File: src/rtl/instr_loader_pkg.sv
`default_nettype none
// ============================================================================
//  Module      : instr_loader_pkg
//  Description : Shared state encodings and helpers for the program loader.
//  Revision    : 1.0 - initial release
// ============================================================================
package instr_loader_pkg;

    localparam int c_INSTR_BIT_DEFAULT = 4;

    typedef enum logic [2:0] {
        LD_HDR   = 3'd0,
        LD_LOAD  = 3'd1,
        LD_START = 3'd2,
        LD_RUN   = 3'd3,
        LD_ERR   = 3'd4
    } ld_state_t;

    // A header is unusable when it is empty or larger than the store.
    function automatic logic hdr_invalid(input logic [31:0] n, input int ib);
        logic [32:0] cap;
        cap = 33'd1 << ib;
        return (n == 32'd0) || ({1'b0, n} > cap);
    endfunction

endpackage
`default_nettype wire

File: src/rtl/instr_loader_byte_packer.sv
`default_nettype none
// ============================================================================
//  Module      : byte_packer
//  Description : Assembles four accepted bytes, LSB first, into a 32-bit word.
//  Revision    : 1.0 - initial release
// ============================================================================
module byte_packer
    import instr_loader_pkg::*;
(
    input  logic        CLK,
    input  logic        RST,
    input  logic        clr,
    input  logic        shift_en,
    input  logic [7:0]  byte_in,
    output logic        word_valid,
    output logic [31:0] word
);

    logic [1:0]  r_cnt;
    logic [31:0] r_shift;

    // The completed word includes the byte being accepted this cycle.
    assign word       = {byte_in, r_shift[31:8]};
    assign word_valid = shift_en && (r_cnt == 2'd3);

    always_ff @(posedge CLK) begin
        if (!RST || clr) begin
            r_cnt   <= 2'd0;
            r_shift <= 32'd0;
        end else if (shift_en) begin
            r_cnt   <= r_cnt + 2'd1;
            r_shift <= word;
        end
    end

endmodule
`default_nettype wire

File: src/rtl/instr_loader.sv
`default_nettype none
// ============================================================================
//  Module      : instr_loader
//  Description : Loads a length-prefixed byte stream into instruction memory
//                and launches the processor.
//  Revision    : 1.0 - initial release
// ============================================================================
module instr_loader
    import instr_loader_pkg::*;
#(
    parameter int INSTR_BIT = c_INSTR_BIT_DEFAULT
) (
    input  logic                 CLK,
    input  logic                 RST,
    input  logic                 in_valid,
    input  logic [7:0]           in_byte,
    output logic                 in_ready,
    output logic                 wr_en,
    output logic [INSTR_BIT-1:0] wr_addr,
    output logic [31:0]          wr_data,
    output logic                 St,
    input  logic                 done,
    output logic                 busy,
    output logic                 error
);

    localparam logic [INSTR_BIT:0] c_ONE = 1;

    ld_state_t            r_state;
    ld_state_t            w_next;
    logic [INSTR_BIT:0]   r_count;
    logic [INSTR_BIT:0]   r_idx;
    logic                 r_wr_en;
    logic [INSTR_BIT-1:0] r_wr_addr;
    logic [31:0]          r_wr_data;
    logic                 r_st;

    logic                 w_in_ready;
    logic                 w_xfer;
    logic                 w_word_valid;
    logic [31:0]          w_word;
    logic                 w_hdr_ok;
    logic                 w_wr_fire;
    logic [INSTR_BIT:0]   w_idx_inc;

    assign w_in_ready = (r_state == LD_HDR) || (r_state == LD_LOAD);
    assign w_xfer     = in_valid && w_in_ready;
    assign w_idx_inc  = r_idx + c_ONE;

    byte_packer u_packer (
        .CLK        (CLK),
        .RST        (RST),
        .clr        (w_next != r_state),
        .shift_en   (w_xfer),
        .byte_in    (in_byte),
        .word_valid (w_word_valid),
        .word       (w_word)
    );

    always_comb begin
        w_next    = r_state;
        w_hdr_ok  = 1'b0;
        w_wr_fire = 1'b0;
        case (r_state)
            LD_HDR: begin
                if (w_word_valid) begin
                    if (hdr_invalid(w_word, INSTR_BIT)) begin
                        w_next = LD_ERR;
                    end else begin
                        w_hdr_ok = 1'b1;
                        w_next   = LD_LOAD;
                    end
                end
            end
            LD_LOAD: begin
                if (w_word_valid) begin
                    w_wr_fire = 1'b1;
                    if (w_idx_inc == r_count) begin
                        w_next = LD_START;
                    end
                end
            end
            LD_START: w_next = LD_RUN;
            LD_RUN: begin
                if (done) begin
                    w_next = LD_HDR;
                end
            end
            LD_ERR:  w_next = LD_ERR;
            default: w_next = LD_HDR;
        endcase
    end

    always_ff @(posedge CLK) begin
        if (!RST) begin
            r_state   <= LD_HDR;
            r_count   <= '0;
            r_idx     <= '0;
            r_wr_en   <= 1'b0;
            r_wr_addr <= '0;
            r_wr_data <= 32'd0;
            r_st      <= 1'b0;
        end else begin
            r_state <= w_next;
            r_wr_en <= w_wr_fire;
            r_st    <= (r_state == LD_START);
            if (w_hdr_ok) begin
                // Legal N fits in INSTR_BIT+1 bits, so the upper bits are zero.
                r_count <= w_word[INSTR_BIT:0];
                r_idx   <= '0;
            end
            if (w_wr_fire) begin
                r_wr_addr <= r_idx[INSTR_BIT-1:0];
                r_wr_data <= w_word;
                r_idx     <= w_idx_inc;
            end
        end
    end

    assign in_ready = w_in_ready;
    assign busy     = (r_state == LD_START) || (r_state == LD_RUN);
    assign error    = (r_state == LD_ERR);
    assign wr_en    = r_wr_en;
    assign wr_addr  = r_wr_addr;
    assign wr_data  = r_wr_data;
    assign St       = r_st;

endmodule
`default_nettype wire

File: config.mk
export PLATFORM = sky130hd
export DESIGN_NAME = instr_loader
export DESIGN_NICKNAME = d
export VERILOG_FILES = /design/src/rtl/instr_loader_pkg.sv /design/src/rtl/instr_loader_byte_packer.sv /design/src/rtl/instr_loader.sv
export SDC_FILE = /design/constraint.sdc
export NUM_CORES = 1
export LEC_CHECK = 0
export CAP_MARGIN = 5
export CORE_MARGIN = 3
export CORE_UTILIZATION = 56
export CTS_CLUSTER_DIAMETER = 200
export DETAILED_ROUTE_END_ITERATION = 12
export HOLD_SLACK_MARGIN = 0.15
export PLACE_DENSITY = 0.82
export SYNTH_ARGS = -nofsm -noshare
export SYNTH_HDL_FRONTEND = slang
export SYNTH_SLANG_ARGS = --single-unit
File: constraint.sdc
create_clock -name CLK -period 5.3 [get_ports CLK]
set_input_delay 0.53 -clock CLK [delete_from_list [all_inputs] [get_ports CLK]]
set_output_delay 0.53 -clock CLK [all_outputs]
set_load 0.05 [all_outputs]
# == After elaboration in Yosys (flattened, before gate mapping) ==
# Cells that the tools add are included.
# op_classes
add_sub_neg,2
mux,13
magnitude_cmp,1
eq_ne,7
n_reduce_logical,10
# op_table
operator,count
> comparator 32 x 5 -> 1 bit (second input constant),1
logical NOT 32 bit,1
two-way mux 3 bit,5
case mux 3 bit (5 select lines),1
two-way mux 5 bit,2
== test 3 x 2 -> 1 bit (second input constant),2
adder 5 x 1 -> 5 bit (second input constant),1
== test 5 bit,1
two-way mux 1 bit,5
logical OR 1 bit,4
== test 3 x 1 -> 1 bit (second input constant),1
== test 3 bit (second input constant),1
logical NOT 3 bit,1
!= test 3 bit,1
adder 2 x 1 -> 2 bit (second input constant),1
== test 2 bit (second input constant),1
logical AND 1 bit,2
nonzero test 2 bit,1
logical NOT 1 bit,1
# totals
inputBits,12
register_bits,85
output_inout_bits,41
wordCells,42

# == Logic depth before layout (Yosys ltp) ==
# Gate-level depths: netlist of the first run.
# depth
depth_word,8
depth_mapped,8

# == By module ==
# From an unflattened synthesis of the first run, not the netlist that was laid out.
# unflattened
cells_unflattened,361
area_unflattened_um2,3146.8
# by_module_without_submodules
module,n_inst,seq_area_each_um2,cells_per_inst,area_each_um2
instr_loader,1,1021.0,266,2099.5
byte_packer,1,520.5,95,1047.3

# == Worst setup path after synthesis of the first run ==
# OpenSTA, ideal clock, no wires.
# synth_path
path_type,register -> output
from,register r_state[2]
to,output port error
t_required_ns,4.770
path_stages_with_launch,2
path_buffers,0
slack_ns,3.146
t_arrival_ns,1.624
cell_sequence,dfxtp_1 -> nor3b_1
# synth_via
elab_chain_len,1
# synth_lines
item,line_no,rtl
start: declaration,instr_loader.sv:29,ld_state_t r_state;
start signal: assignment,instr_loader.sv:104,r_state <= w_next;
== test 3 bit,instr_loader.sv:122,assign error = (r_state == LD_ERR);
end: declaration,instr_loader.sv:24,output logic error
# No other way between the ends.

# == Final worst setup path of the first run ==
# Ends and elaborated chain as after synthesis.

==> run metrics, run 1 <==
Rel. slew slack approximately 60%; leading post-synthesis cells by cell area dfxtp_1 (49%), nand2_1 (11%), a21boi_0 (10%); hpwl dp approximately 4400 µm; sequential fraction of the synthesis area a little under 50%; placed cell count 452; total power roughly 1.1 mW; Final Critical Period between 2000 and 3000 ps; Clock Pin Slew Worst Setup and Hold Paths about 70 ps; asr flop ratio synth 0%; Die W a little over 80 µm; final setup violating endpoints 0; Cell variety after synth between 40 and 50; routed length per instance 14.10 µm; Layout area overhead 23.93%; post-synthesis cell area between 3000 and 4000 µm²; Ys Warns 0; GP Congestion 0.8007; maximum vdd drop about 0.24 mV; crit share post-route 48.58%; initial antenna violation count 0; Multi-input gate area around 1500 µm²; first-pass detailed-route iteration total 4; CTS Sinks 77; final setup margin between 2000 and 3000 ps; Setup Fix Bufs, Post-CTS 0; met1 GRT Util between 20% and 30%; slew of the pin with the lowest slew margin between 600 and 700 ps; CP Capture Type output port; Post-synth EDFFs 0; PortBufs 52; worst-path maximum fanout 8; dpl ws approximately 2600 ps; # diodes 0; fraction of layout cells with a size suffix above 1 ~5.8%; Worst setup SP type flip-flop; Synth top area share slightly below 50%; Power Density around 300 nW/µm²; top cells by count, synth nand2_1 (90), dfxtp_1 (77), a21boi_0 (42); total number of vias approximately 2,500; Initial DRC Count roughly 120; hold_buf cts 0; layer carrying the most global-route usage met2; clock insertion delay at the later pin of the skew report between 300 and 400 ps; setup clock skew after layout roughly 5.0 ps; initial core utilization approximately 60%; max_cap viols 0; All-Layer GR Usage between 20% and 30%; type of the tightest min-delay check reg2reg; grt ovf 0; most instantiated library cell after synthesis nand2_1; grt met2 use between 30% and 40%; post-layout instance area a little under 4000 µm²; Fin. Hold Viols 0; io pins 53; Die Y-Extent around 80 µm; Max Clk Rate between 300 and 400 MHz; CTS buffer count 9; vias in the first global route roughly 2,500; drc violations 0; largest net degree at the start of global routing 52; leakage 1.413 nW; Mapped Cells 347; Util after Layout about three quarters; syn_area_per_cell about 9 µm²; hold_ws roughly 470 ps; Layout fillers roughly 400; Yosys reg bits 77; Non-Filler Instances about 470; NumNets Final between 400 and 500; RSZ-0062 raised after global routing false; status completed; clock tree buffer depth 2; wire length of the first global-routing pass between 10,000 and 15,000 µm; Post-DP Area around 3600 µm²; data required time of the worst path 4770 ps; WP data arrival ~2000 ps; WS Path Type reg2out; root buffer cell clkbuf_8; CTS H-tree lvls 3; Final Max Tran Viols 0; post-route antenna net violation count 0; CTS tree done; Reg area approximately 1500 µm²; Syn Nets ~360; Setup TNS 0 ps; met3 Use GR between 5 and 6%; Yosys top cell by area dfxtp_1; PostCTS Resize Cnt 0; Worst R2R Setup Slack 2950 ps; post-DR vias/cell approximately 5.4; Site Rows 26; Die ar. approximately 6500 µm²; core area around 5200 µm²; Top FF cell, synth dfxtp_1; Total Wirelength 6600 µm
critical path: stages, from the launching register on:
cell and delay, ps:
dfxtp_1 460, nor3b_1 360, clkdlybuf4s50_1 880
path summary, 6_finish.rpt:
kind,from,end,cells after the start
hold / removal,wr_data[23],wr_data[23],2
setup reg to reg,r_idx[0],u_packer.r_shift[16],6
setup / recovery,r_state[2],error,2
hold reg to reg,wr_data[23],wr_data[23],2
cell families (layout without fill, tap and decap cells):
family          count (synthesis)  count (layout)  share of synthesized area, %
xor+xnor                        6               6                         1.681
simple gates                  156             156                         22.05
mux                            26              26                         8.323
flops                          77              77                         49.30
compound gates                 58              58                         13.85
fa+ha+maj                       2               2                        0.8002
buf+inv                        22              73                         4.002
where the power goes:
part	internal (mW)	switching, mW
registers	0.587	0.0102
logic	0.0286	0.0284
clock network	0.291	0.203
total	0.907	0.242
layer usage:
layer / up-vias / wire length [µm]
li1: 1265 / -
met1: 1185 / 3044
met2: 41 / 3243
met3: 13 / 163
met4: 0 / 148
met5: - / 0
state kept, by name, indices dropped and copies added, names as in the netlist:
signal            cells
wr_data              32
u_packer.r_shift     24
St                    1
wr_en                 1
r_state               3
r_count               5
u_packer.r_cnt        2
wr_addr               4
r_idx                 5
cells in the final DEF (no fill, tap or decap), drive strengths merged, types with 2 or more instances in the layout:
cell,count
nand2,90
dfxtp,77
clkdlybuf4s50,52
a21boi,42
nor2,31
mux2i,26
clkbuf,13
nor4,7
nand3,6
buf,4
xnor2,3
xor2,3
nand2b,3
a21oi,3
o21ai,3
nor3b,3
nor2b,2
o211a,2
nand4,2
and3b,2
and4,2
and2,2
ha,2
bufinv,2
a31o,2
area by class of cell:
| class | count | area share, % |
|---|---|---|
| inverter | 1 | 0.09687 |
| clock buffer | 13 | 4.101 |
| clock inverter | 3 | 1.744 |
| multi-input combinational | 248 | 37.81 |
| timing repair buffer | 56 | 14.21 |
| sequential | 77 | 39.78 |
| tap | 70 | 2.260 |
Note: power is estimated with default switching activity, not from simulation.
==> run 2, diff against run 1 <==
--- a/config.mk
+++ b/config.mk
@@ -7,11 +7,11 @@
 export LEC_CHECK = 0
 export CAP_MARGIN = 5
 export CORE_MARGIN = 3
-export CORE_UTILIZATION = 56
+export CORE_UTILIZATION = 52
 export CTS_CLUSTER_DIAMETER = 200
 export DETAILED_ROUTE_END_ITERATION = 12
 export HOLD_SLACK_MARGIN = 0.15
-export PLACE_DENSITY = 0.82
+export PLACE_DENSITY = 0.76
 export SYNTH_ARGS = -nofsm -noshare
 export SYNTH_HDL_FRONTEND = slang
 export SYNTH_SLANG_ARGS = --single-unit
==> constraint.sdc (replaced) <==
create_clock -name CLK -period 2.4 [get_ports CLK]
set_input_delay 0.24 -clock CLK [delete_from_list [all_inputs] [get_ports CLK]]
set_output_delay 0.24 -clock CLK [all_outputs]
set_load 0.05 [all_outputs]
==> run metrics, run 2 (synthesis results as in run 1) <==
slowest stage delay, CP a little under 900 ps; core area about 5700 µm²; crit share post-route approximately 95%; register share of total power between 50 and 60%; Final Critical Period approximately 2300 ps; GP Congestion around 0.88; Hold Crit Endpoint wr_data[1]; io pins 53; final setup violating endpoints 0; post-route antenna net violation count 0; PostCTS Resize Cnt 0; Cell Int Power between 1.5 and 2 mW; fraction of layout cells with a size suffix above 1 roughly 6.2%; CTS tree done; Setup Fix Bufs, Post-CTS 0; All-Layer GR Usage 20.65%; largest net degree at the start of global routing 27; leakage 1.410 nW; total power about 2.3 mW; RR Startpoint r_idx[0]; drc violations 0; Worst setup SP type flip-flop; max reg flops 32; Final Max Tran Viols 0; Power Density between 500 and 600 nW/µm²; commonest non-fill, non-tap cells in the layout nand2_1 (90), dfxtp_1 (77), clkdlybuf4s50_1 (52), a21boi_0 (42), nor2_1 (30); maximum vdd drop around 0.46 mV; Total Wirelength 6731 µm; root buffer cell clkbuf_8; Die ar. 6980 µm²; CTS Sinks 77; Worst path slowest cell clkdlybuf4s50_1; initial antenna violation count 0; PortBufs 52; Initial DRC Count about 100; RSZ-0062 raised after global routing false; Worst R2R Path Depth 7; setup clock skew after layout 5.717 ps; hpwl dp approximately 4700 µm; # diodes 0; switching share of power ~23%; post-DR vias/cell about 5.4; RR Endpoint u_packer.r_shift[25]; type of the tightest min-delay check reg2reg; Max Clk Rate around 440 MHz; grt ovf 0; Worst R2R Setup Slack slightly above 300 ps; Die W 83.55 µm; max_cap viols 0; CTS H-tree lvls 3; WP data arrival approximately 2000 ps; Layout area overhead 23.21%; Die Y-Extent ~84 µm; vias in the first global route around 2,500; first-pass detailed-route iteration total 4; Clock Pin Slew Worst Setup and Hold Paths approximately 70 ps; data required time of the worst path 2160 ps; slew of the pin with the lowest slew margin around 530 ps; Psw 518.0 µW; Hold Startpoint wr_data[1]; routed length per instance between 10 and 15 µm; Rel. slew slack 64.88%; CTS buffer count 9; clock share of power 36.3%; Fin. Hold Viols 0; Hold Path Depth 2; status completed; wire length of the first global-routing pass 11,890 µm; total number of vias 2,558; crit-path cells nor3b_1, clkdlybuf4s50_1; combinational share of power slightly below 6%; NumNets Final between 400 and 500; Setup TNS 0 ps; worst-path maximum fanout 8; most common cell after layout, fill and taps aside nand2_1; hold_buf cts 0; Site Rows 27; CP Capture Type output port; initial core utilization between 50% and 60%; clock insertion delay at the later pin of the skew report between 300 and 400 ps; clock tree buffer depth 2; WS Path Type reg2out
[run 2: layer usage]
layer | track usage, % | part of all wire [%] | up-vias
met3 | 4.245 | 4.0 | 12
met4 | 7.895 | 1.5 | 0
li1 | - | - | 1266
met1 | 26.80 | 47 | 1231
met5 | 0 | 0 | -
met2 | 33.82 | 48 | 49
[run 2: area by class of cell]
type	count	area, µm²
Fill cell	489	1823
Tap cell	72	90.09
Clock inverter	2	10.01
Sequential cell	77	1541
Clock buffer	13	148.9
Inverter	1	3.754
Multi-Input combinational cell	248	1465
Timing Repair Buffer	60	593.1
[run 2: worst max path at each step]
stage / end / cells past startpoint / start
after floorplan: r_state[2] / 3 / r_state[2]
after global placement: r_idx[2] / 6 / in_byte[4]
after detailed placement: r_idx[2] / 6 / in_byte[4]
after CTS: error / 2 / r_state[2]
after global routing: error / 2 / r_state[2]
final: error / 2 / r_state[2]
[run 2: power by group through the flow]
stage / Sequential [mW] / Combinational, mW / Clock (mW)
2_1_floorplan: 1.34 / 0.0893 / 0
3_3_place_gp: 1.35 / 0.128 / 0
3_5_place_dp: 1.35 / 0.131 / 0
4_1_cts: 1.32 / 0.133 / 0.843
5_1_grt: 1.32 / 0.146 / 0.902
6_report: 1.32 / 0.132 / 0.827
[run 2: stage by stage]
| step | hold slack, ps | setup slack (ps) | cell area [µm²] | util [%] | instances |
|---|---|---|---|---|---|
| finish | 460.5 | 129.9 | 3852 | 67.88 | 473 |
| CTS | 464.7 | 150.4 | 3852 | 67.88 | 473 |
| global placement | 450.8 | 325.4 | 3694 | 65.08 | 458 |
| global route | 489.2 | 105.0 | 3852 | 67.88 | 473 |
| floorplan | 384.9 | 506.2 | 3127 | - | 347 |
| detailed placement | 455.1 | 297.2 | 3694 | 65.08 | 458 |
[run 2: worst max-delay path: cells and delay by family (launching register included)]
kind	cells	cell delay [ps]
buffers and inverters	1	870
flip-flops	1	450
AND/OR/NAND/NOR	1	370
